### src/rtl/id_alu_issue.sv
// id_alu_issue: RV64I decode/issue stage feeding the EX ALU through a valid/ready ID/EX register.
// Define ISSUE_ANDN_EN to decode OP funct7=0100000 funct3=111 as ANDN; otherwise it is illegal.
module id_alu_issue #(
  parameter int XLEN  = 64,
  parameter int ALU_W = 12,
  parameter int BJ_W  = 8
) (
  input  logic             clk,
  input  logic             rst_n,
  input  logic             in_valid,
  output logic             in_ready,
  input  logic [31:0]      in_inst,
  input  logic [XLEN-1:0]  in_pc,
  output logic [4:0]       rs1_addr,
  output logic [4:0]       rs2_addr,
  input  logic [XLEN-1:0]  rs1_data,
  input  logic [XLEN-1:0]  rs2_data,
  input  logic [4:0]       ex_rd,
  input  logic             ex_is_load,
  input  logic             flush,
  output logic             out_valid,
  input  logic             out_ready,
  output logic [XLEN-1:0]  op1,
  output logic [XLEN-1:0]  op2,
  output logic [ALU_W-1:0] alu_info,
  output logic             is_word_opt,
  output logic [BJ_W-1:0]  bj_sel,
  output logic [XLEN-1:0]  imm,
  output logic [XLEN-1:0]  pc,
  output logic [4:0]       rd,
  output logic             rd_wen,
  output logic             illegal
);
  localparam logic [6:0] OPC_IMM = 7'b0010011, OPC_IMM32 = 7'b0011011, OPC_OP = 7'b0110011,
                         OPC_OP32 = 7'b0111011, OPC_LUI = 7'b0110111, OPC_AUIPC = 7'b0010111,
                         OPC_JAL = 7'b1101111, OPC_JALR = 7'b1100111, OPC_BRANCH = 7'b1100011;
  localparam logic [3:0] A_ADD = 4'd0, A_SUB = 4'd1, A_SLT = 4'd2, A_SLTU = 4'd3, A_XOR = 4'd4,
                         A_OR = 4'd5, A_AND = 4'd6, A_SLL = 4'd7, A_SRL = 4'd8, A_SRA = 4'd9,
                         A_ANDN = 4'd10, A_WRI = 4'd11;
`ifdef ISSUE_ANDN_EN
  localparam bit ANDN_EN = 1'b1;
`else
  localparam bit ANDN_EN = 1'b0;
`endif
  typedef enum logic {EMPTY, FULL} state_t;
  typedef struct packed {
    logic [XLEN-1:0]  op1, op2, imm, pc;
    logic [ALU_W-1:0] alu;
    logic             word;
    logic [BJ_W-1:0]  bj;
    logic [4:0]       rd;
    logic             wen, ill;
  } ent_t;
  state_t state_q, state_d;
  ent_t ent_q, ent_d, dec;
  logic [6:0] opc, f7;
  logic [2:0] f3, bi;
  logic [3:0] ai, ai_f3;
  logic [XLEN-1:0] imm_i, imm_s, imm_b, imm_u, imm_j;
  logic ill, bj_en, use1, use2, alt, hazard, load;
  assign opc = in_inst[6:0];
  assign f3 = in_inst[14:12];
  assign f7 = in_inst[31:25];
  assign alt = f7 == 7'b0100000;
  assign rs1_addr = in_inst[19:15];
  assign rs2_addr = in_inst[24:20];
  assign imm_i = {{(XLEN-12){in_inst[31]}}, in_inst[31:20]};
  assign imm_s = {{(XLEN-12){in_inst[31]}}, in_inst[31:25], in_inst[11:7]};
  assign imm_b = {{(XLEN-13){in_inst[31]}}, in_inst[31], in_inst[7], in_inst[30:25], in_inst[11:8], 1'b0};
  assign imm_u = {{(XLEN-32){in_inst[31]}}, in_inst[31:12], 12'b0};
  assign imm_j = {{(XLEN-21){in_inst[31]}}, in_inst[31], in_inst[19:12], in_inst[20], in_inst[30:21], 1'b0};
  // funct3 mapping shared by register and immediate ALU forms; bit 30 picks arithmetic right shift
  assign ai_f3 = f3 == 3'b001 ? A_SLL : f3 == 3'b010 ? A_SLT : f3 == 3'b011 ? A_SLTU :
                 f3 == 3'b100 ? A_XOR : f3 == 3'b101 ? (in_inst[30] ? A_SRA : A_SRL) :
                 f3 == 3'b110 ? A_OR : f3 == 3'b111 ? A_AND : A_ADD;
  always_comb begin
    dec = '0;
    ill = 1'b0;
    ai = A_ADD;
    bi = 3'd0;
    bj_en = 1'b0;
    use1 = 1'b0;
    use2 = 1'b0;
    dec.pc = in_pc;
    dec.op1 = rs1_data;
    dec.op2 = rs2_data;
    case (opc)
      OPC_IMM, OPC_IMM32: begin
        use1 = 1'b1;
        dec.word = opc == OPC_IMM32;
        dec.op2 = imm_i;
        dec.imm = imm_i;
        ai = ai_f3;
        if (f3 == 3'b001)
          ill = dec.word ? f7 != 7'b0 : in_inst[31:26] != 6'b0;
        else if (f3 == 3'b101)
          ill = dec.word ? f7 != 7'b0 && !alt : in_inst[31:26] != 6'b0 && in_inst[31:26] != 6'b010000;
      end
      OPC_OP, OPC_OP32: begin
        use1 = 1'b1;
        use2 = 1'b1;
        dec.word = opc == OPC_OP32;
        ai = alt && f3 == 3'b000 ? A_SUB : alt && f3 == 3'b111 ? A_ANDN : ai_f3;
        ill = !(f7 == 7'b0 || (alt && (f3 == 3'b000 || f3 == 3'b101 || (ANDN_EN && f3 == 3'b111))));
      end
      OPC_LUI: begin
        ai = A_WRI;
        dec.op1 = '0;
        dec.op2 = imm_u;
        dec.imm = imm_u;
      end
      OPC_AUIPC: begin
        dec.op1 = in_pc;
        dec.op2 = imm_u;
        dec.imm = imm_u;
      end
      OPC_JAL: begin
        dec.op1 = in_pc;
        dec.op2 = XLEN'(4);
        dec.imm = imm_j;
        bj_en = 1'b1;
        bi = 3'd7;
      end
      OPC_JALR: begin
        use1 = 1'b1;
        dec.op1 = in_pc;
        dec.op2 = XLEN'(4);
        dec.imm = imm_i;
        bj_en = 1'b1;
        bi = 3'd6;
        ill = f3 != 3'b000;
      end
      OPC_BRANCH: begin
        use1 = 1'b1;
        use2 = 1'b1;
        dec.imm = imm_b;
        bj_en = 1'b1;
        bi = f3[2] ? f3 - 3'd2 : f3;
        ai = f3[2] ? (f3[1] ? A_SLTU : A_SLT) : A_XOR;
        ill = f3[2:1] == 2'b01;
      end
      default: ill = 1'b1;
    endcase
    // word right shifts see only the low half of rs1; word shift amounts are 5 bits
    if (dec.word && (ai == A_SRL || ai == A_SRA)) dec.op1 = {{(XLEN-32){1'b0}}, rs1_data[31:0]};
    if (dec.word && (ai == A_SLL || ai == A_SRL || ai == A_SRA)) dec.op2[5] = 1'b0;
    ill = ill || (dec.word && !(ai inside {A_ADD, A_SUB, A_SLL, A_SRL, A_SRA}));
    dec.ill = ill;
    dec.word = dec.word && !ill;
    dec.alu = ill ? '0 : ALU_W'(1) << ai;
    dec.bj = ill || !bj_en ? '0 : BJ_W'(1) << bi;
    dec.rd = ill || opc == OPC_BRANCH ? 5'd0 : in_inst[11:7];
    dec.wen = dec.rd != 5'd0;
  end
  assign hazard = ex_is_load && ex_rd != 5'd0 &&
                  ((use1 && ex_rd == rs1_addr) || (use2 && ex_rd == rs2_addr));
  assign in_ready = (state_q == EMPTY || out_ready) && !hazard;
  assign load = in_valid && in_ready && !flush;
  always_comb begin
    state_d = flush ? EMPTY : load ? FULL : out_ready ? EMPTY : state_q;
    ent_d = load ? dec : ent_q;
  end
  always_ff @(posedge clk or negedge rst_n)
    if (!rst_n) begin
      state_q <= EMPTY;
      ent_q <= '0;
    end else begin
      state_q <= state_d;
      ent_q <= ent_d;
    end
  assign out_valid = state_q == FULL;
  assign op1 = ent_q.op1;
  assign op2 = ent_q.op2;
  assign alu_info = ent_q.alu;
  assign is_word_opt = ent_q.word;
  assign bj_sel = ent_q.bj;
  assign imm = ent_q.imm;
  assign pc = ent_q.pc;
  assign rd = ent_q.rd;
  assign rd_wen = ent_q.wen;
  assign illegal = ent_q.ill;
endmodule

### config.mk
export PLATFORM = sky130hd
export DESIGN_NAME = id_alu_issue
export DESIGN_NICKNAME = d
export VERILOG_FILES = /design/src/rtl/id_alu_issue.sv
export SDC_FILE = /design/constraint.sdc
export NUM_CORES = 1
export LEC_CHECK = 0
export ABC_AREA = 1
export ABC_CLOCK_PERIOD_IN_PS = 3600
export CAP_MARGIN = 20
export CORE_AREA = 2 2 207 209
export CTS_BUF_LIST = sky130_fd_sc_hd__clkbuf_2 sky130_fd_sc_hd__clkbuf_4 sky130_fd_sc_hd__clkbuf_8
export DETAILED_ROUTE_END_ITERATION = 16
export DIE_AREA = 0 0 209 211
export PLACE_DENSITY_LB_ADDON = 0.15
export SLEW_MARGIN = 10
export SYNTH_ARGS = -nofsm -noshare
export SYNTH_HDL_FRONTEND = slang
export SYNTH_SLANG_ARGS = --single-unit
### constraint.sdc
create_clock -name clk -period 3.6 [get_ports clk]
set_input_delay 0.72 -clock clk [delete_from_list [all_inputs] [get_ports clk]]
set_output_delay 0.72 -clock clk [all_outputs]
set_load 0.005 [all_outputs]
### Word level (Yosys, flattened, before mapping)

Cells that the tools add are included.

* add/sub/neg operators: 1
* equality and inequality tests: 25
* shift-type cells: 2
* muxes and demuxes: 35
* bitwise operators: 1
* reduce and logical (&&, ||, !) cells: 53

Operators with widths (number)
* $pmux W64 S4: 1
* $pmux W64 S3: 1
* $pmux W64 S2: 1
* $mux W64: 1
* $eq A7 B6 Y1 const B: 4
* $mux W4: 7
* $eq A7 B5 Y1 const B: 3
* $eq A7 B7 Y1 const B: 3
* $logic_and A1 B1 Y1: 16
* $pmux W4 S4: 1
* $reduce_bool A5 Y1: 3
* $reduce_or A3 Y1: 5
* $mux W1: 13
* $eq A3 B3 Y1 const B: 4
* $mux W12: 1
* $mux W3: 4
* $shl A1 B4 Y12 const A: 1
* $eq A5 B5 Y1: 2
* $logic_or A1 B1 Y1: 10
* $pmux W3 S3: 1
* $eq A4 B4 Y1 const B: 2
* $mux W8: 1
* $reduce_or A2 Y1: 4
* $shl A1 B3 Y8 const A: 1
* other kinds (19): 27

* flip-flop bits (word level): 285
* input bits: 235
* output and inout port bits: 296
* word-level logic and storage cells: 128

### Longest topological paths before layout

* depth in word-level cells: 19
* gate-level depth with buffers: 19
* gate-level depth less buffers: 19

### Least setup slack after synthesis

OpenSTA, ideal clock, no wires.

* path kind: in2out
* from: in in_inst[6]
* to: out in_ready
* data arrival time: 1643 ps
* required time: 2880 ps
* slack: 1237 ps
* cell stages on the path: 9
* buffers on the path: 0
* cell sequence: inv_1 > nand2_1 > nor2_1 > nand2_2 > inv_1 > nor2_1 > o21ai_1 > nand3_1 > and2_1

* cells in the longest elaborated chain, start to end: 8
* elaborated cells between the ends (all ways): 16
* classes of those cells: eq/ne (6); mux (2); reduce/logical (8)

RTL lines
* from (decl): line 12 `input logic [31:0] in_inst,`
* $eq A7 B5 Y1, or another cell as far along: line 87 `case (opc)`
* $reduce_or A6 Y1 (no line) or $reduce_or A3 Y1 (tied branches)
* $mux W1: line 87
* $logic_and A1 B1 Y1: line 156 `((use1 && ex_rd == rs1_addr) || (use2 && ex_rd == rs2_addr));`
* $logic_or A1 B1 Y1 *: line 156
* $logic_and A1 B1 Y1 *: line 155 `assign hazard = ex_is_load && ex_rd != 5'd0 &&`
* $logic_not A1 Y1 *: line 157 `assign in_ready = (state_q == EMPTY || out_ready) && !hazard;`
* $logic_and A1 B1 Y1 *: line 157
* to (decl): line 11 `output logic in_ready,`

Mark *: on every way between the ends. The rest lies on a longest branch, timed or not.

### Worst setup path after layout

* from: in in_inst[5]
* to: out in_ready

The elaborated chain is that of the path after synthesis.

==> flow_summary.yaml <==
drt:
  avgRoutedWirePerCell_um: 18.7
  ant_nets: 0
  via_count: 12200
  drt_iter0_markers: 723
  drc_errors: 0
  viasPerCell: 4.71
  drt_pass1_iterations: 5
  wl_um: 48300
placed_design:
  gp_congestion: 0.893
  place_area_mm2: 0.0181
  dpl.hpwl_um: 35900
  dp_cells: 2507
  post-place-ws_ns: 0.189
  port_buffers: 530
die:
  die_area_mm2: 0.0441
  placementRows: 75
  coreArea_mm2: 0.0418
  start_util: 0.294
  dieWidth_um: 209
  die_h_um: 211
  io_pins: 531
clock_tree:
  cts_htree_levels: 2
  cts.clk_slew.worst_paths_ns: 0.05
  numCtsBuffers: 48
  cts_setup_buffers: 0
  cts_tree: "built"
  worstSkewPairLatency_ns: 0.59
  ctsHoldBuffers: 0
  clock-root-buffer: "clkbuf_8"
  clk_path_buf_depth: 3
  cts_resized: 0
  clock_sinks: 253
timing:
  worst_slew_pin_slew_ns: 0.861
  setup_slack_ns: 0.227
  setup_violations: 0
  min_period_ns: 3.37
  rsz0062_at_grt: "false"
  setup-tns-final_ns: 0
  whs_ns: 0.198
  final_hold_viol_count: 0
  relSlewSlack: 0.426
  min_period_over_period: 0.937
  max_freq_mhz: 296
  fin_worst_skew_ns: 0.0203
  report.final.slew_viol_count: 0
setup_path:
  crit_fanout: 5
  cp_slowest_stage_delay_ns: 0.52
  cp_num_buf_inv: 3
  worst-setup-path-type: "primary input to output port"
  cp.arrival_ns: 2.65
  cp-start-kind: "primary input"
  cp-end-kind: "output port"
  crit_required_ns: 2.88
  path_cells: "clkdlybuf4s50_1 > nand2_1 > nor2_2 > nand2_1 > inv_2 > o21ai_0 > o21ai_1 > nand3_1 > and2_1 > clkdlybuf4s50_1"
  critical-path-top-delay-family: "buffers and inverters"
  cp_slowest_cell: "clkdlybuf4s50_1"
pwr:
  p_leak_nw: 9.08
  peakVddDrop_mv: 0.240
  power_density_mw_per_mm2: 431
  power_mw: 8.26
finish:
  fin_area_mm2: 0.0191
  stdcell_count: 2589
  area_growth_syn_to_layout_pct: 56.1
  nets: 2255
  drive_gt1_frac: 0.0801
  utilization: 0.459
grt:
  antenna_found_initial: 4
  grt_max_degree: 102
  gr-total-overflow: 0
  grt_util_all_layers: 0.214
  grt_pass1_wl_um: 72700
  grt_pass1_vias: 12100
synthesis:
  syn_avg_cell_area_um2: 8.05
  syn_nets: 1760
  ys_seq_elements: 253
  synth_seq_area_share: 0.516
  async_reset_ff_frac: 1.00
  synth_cell_types: 37
  dominantRegCellSynth: "dfrtp_1"
  synthCells: 1523
  synth_area_mm2: 0.0123
  ys_warn_count: 0
  synth_edf_count: 0
outcome:
  status: "completed"
worst_hold_path:
  hold_class: "primary input to async pin"
job:
  cap_viol_max_count: 0
## area by class of cell
type | count | area [um^2]
repair buffers | 580 | 5870
multi-input cells | 1019 | 4810
fillers | 4177 | 22600
well taps | 539 | 674
inverters | 116 | 440
diodes | 2 | 5.00
flip-flops and latches | 253 | 6330
clock buffers | 79 | 987
clock inverters | 1 | 30.0
## Yosys cell counts (2+ instances only)
master	number	area, um^2
nand2_1	499	1870
buf_2	41	205
xnor2_1	6	52.6
dfrtp_1	253	6330
a22oi_1	4	30.0
buf_1	5	18.8
nand4_1	6	37.5
a21oi_1	5	25.0
o21ai_0	221	1110
o211a_1	20	200
nor2_1	35	131
nand4_2	2	25.0
ha_1	2	25.0
nor3_1	5	25.0
nand3_1	124	621
inv_2	13	48.8
buf_4	43	323
o2111ai_1	2	17.5
inv_1	102	383
o31ai_1	8	60.1
clkbuf_1	46	173
nor3_2	2	20.0
xor2_1	3	26.3
nand2_2	5	31.3
nor2_4	2	22.5
o21ai_1	21	105
nor2_2	4	25.0
o21a_1	35	263
## cell families (layout without fill, tap and decap cells)
| group | after synthesis | in the layout | synth area share |
|---|---|---|---|
| adder cells (fa/ha/maj) | 2 | 2 | 0.00204 |
| AND/OR/NAND/NOR | 689 | 689 | 0.232 |
| XOR/XNOR | 9 | 9 | 0.00643 |
| flip-flops | 253 | 253 | 0.516 |
| AO/OA/AOI/OAI | 319 | 319 | 0.149 |
| other | 0 | 2 | 0 |
| buffers and inverters | 251 | 776 | 0.0941 |
## where the power goes
part | leakage, nW | internal (mW) | switching [mW]
registers | 3.18 | 3.19 | 0.201
logic | 5.36 | 1.10 | 0.761
clock network | 0.541 | 1.78 | 1.23
## state kept, by name, indices dropped and copies added, names as in the netlist
register,count
op2,64
alu_info,12
rd,5
bj_sel,8
rd_wen,1
out_valid,1
pc,64
illegal,1
op1,64
is_word_opt,1
imm,32
## cell usage in the layout (no fill, tap or decap), drive strengths merged
master and instances:
nor2 41, dfrtp 253, nand4 8, or2 1, diode 2, clkdlybuf4s50 529, nand2 504, nor4 1
a22o 1, buf 51, o21ai 242, a22oi 4, and2 1, ha 2, xor2 3, nor3 7
clkbuf 79, o211a 20, clkinv 1, o21a 35, xnor2 6, a21oi 5, nand3 125, inv 115
nand3b 1, bufinv 1, a31oi 1, o31ai 8, o2111ai 2, a211oi 1
## per-layer routing
layer	GRT usage	routed length (um)
met5	0	0
met2	0.369	23800
met4	0.0729	1330
met1	0.259	19700
met3	0.0552	3490
## path summary, 6_finish.rpt
path	slack (ns)	from	end	cells past startpoint
worst max-delay path	0.23	in_inst[5]	in_ready	10
worst min-delay path	0.20	rst_n	op2[17]	1
worst max register to register	1.94	out_valid	imm[62]	6
worst min register to register	0.47	alu_info[10]	alu_info[10]	2
max in group asynchronous	2.59	rst_n	op1[30]	2
min in group clk	0.47	alu_info[10]	alu_info[10]	2
Power figures use the tool's default switching activity.
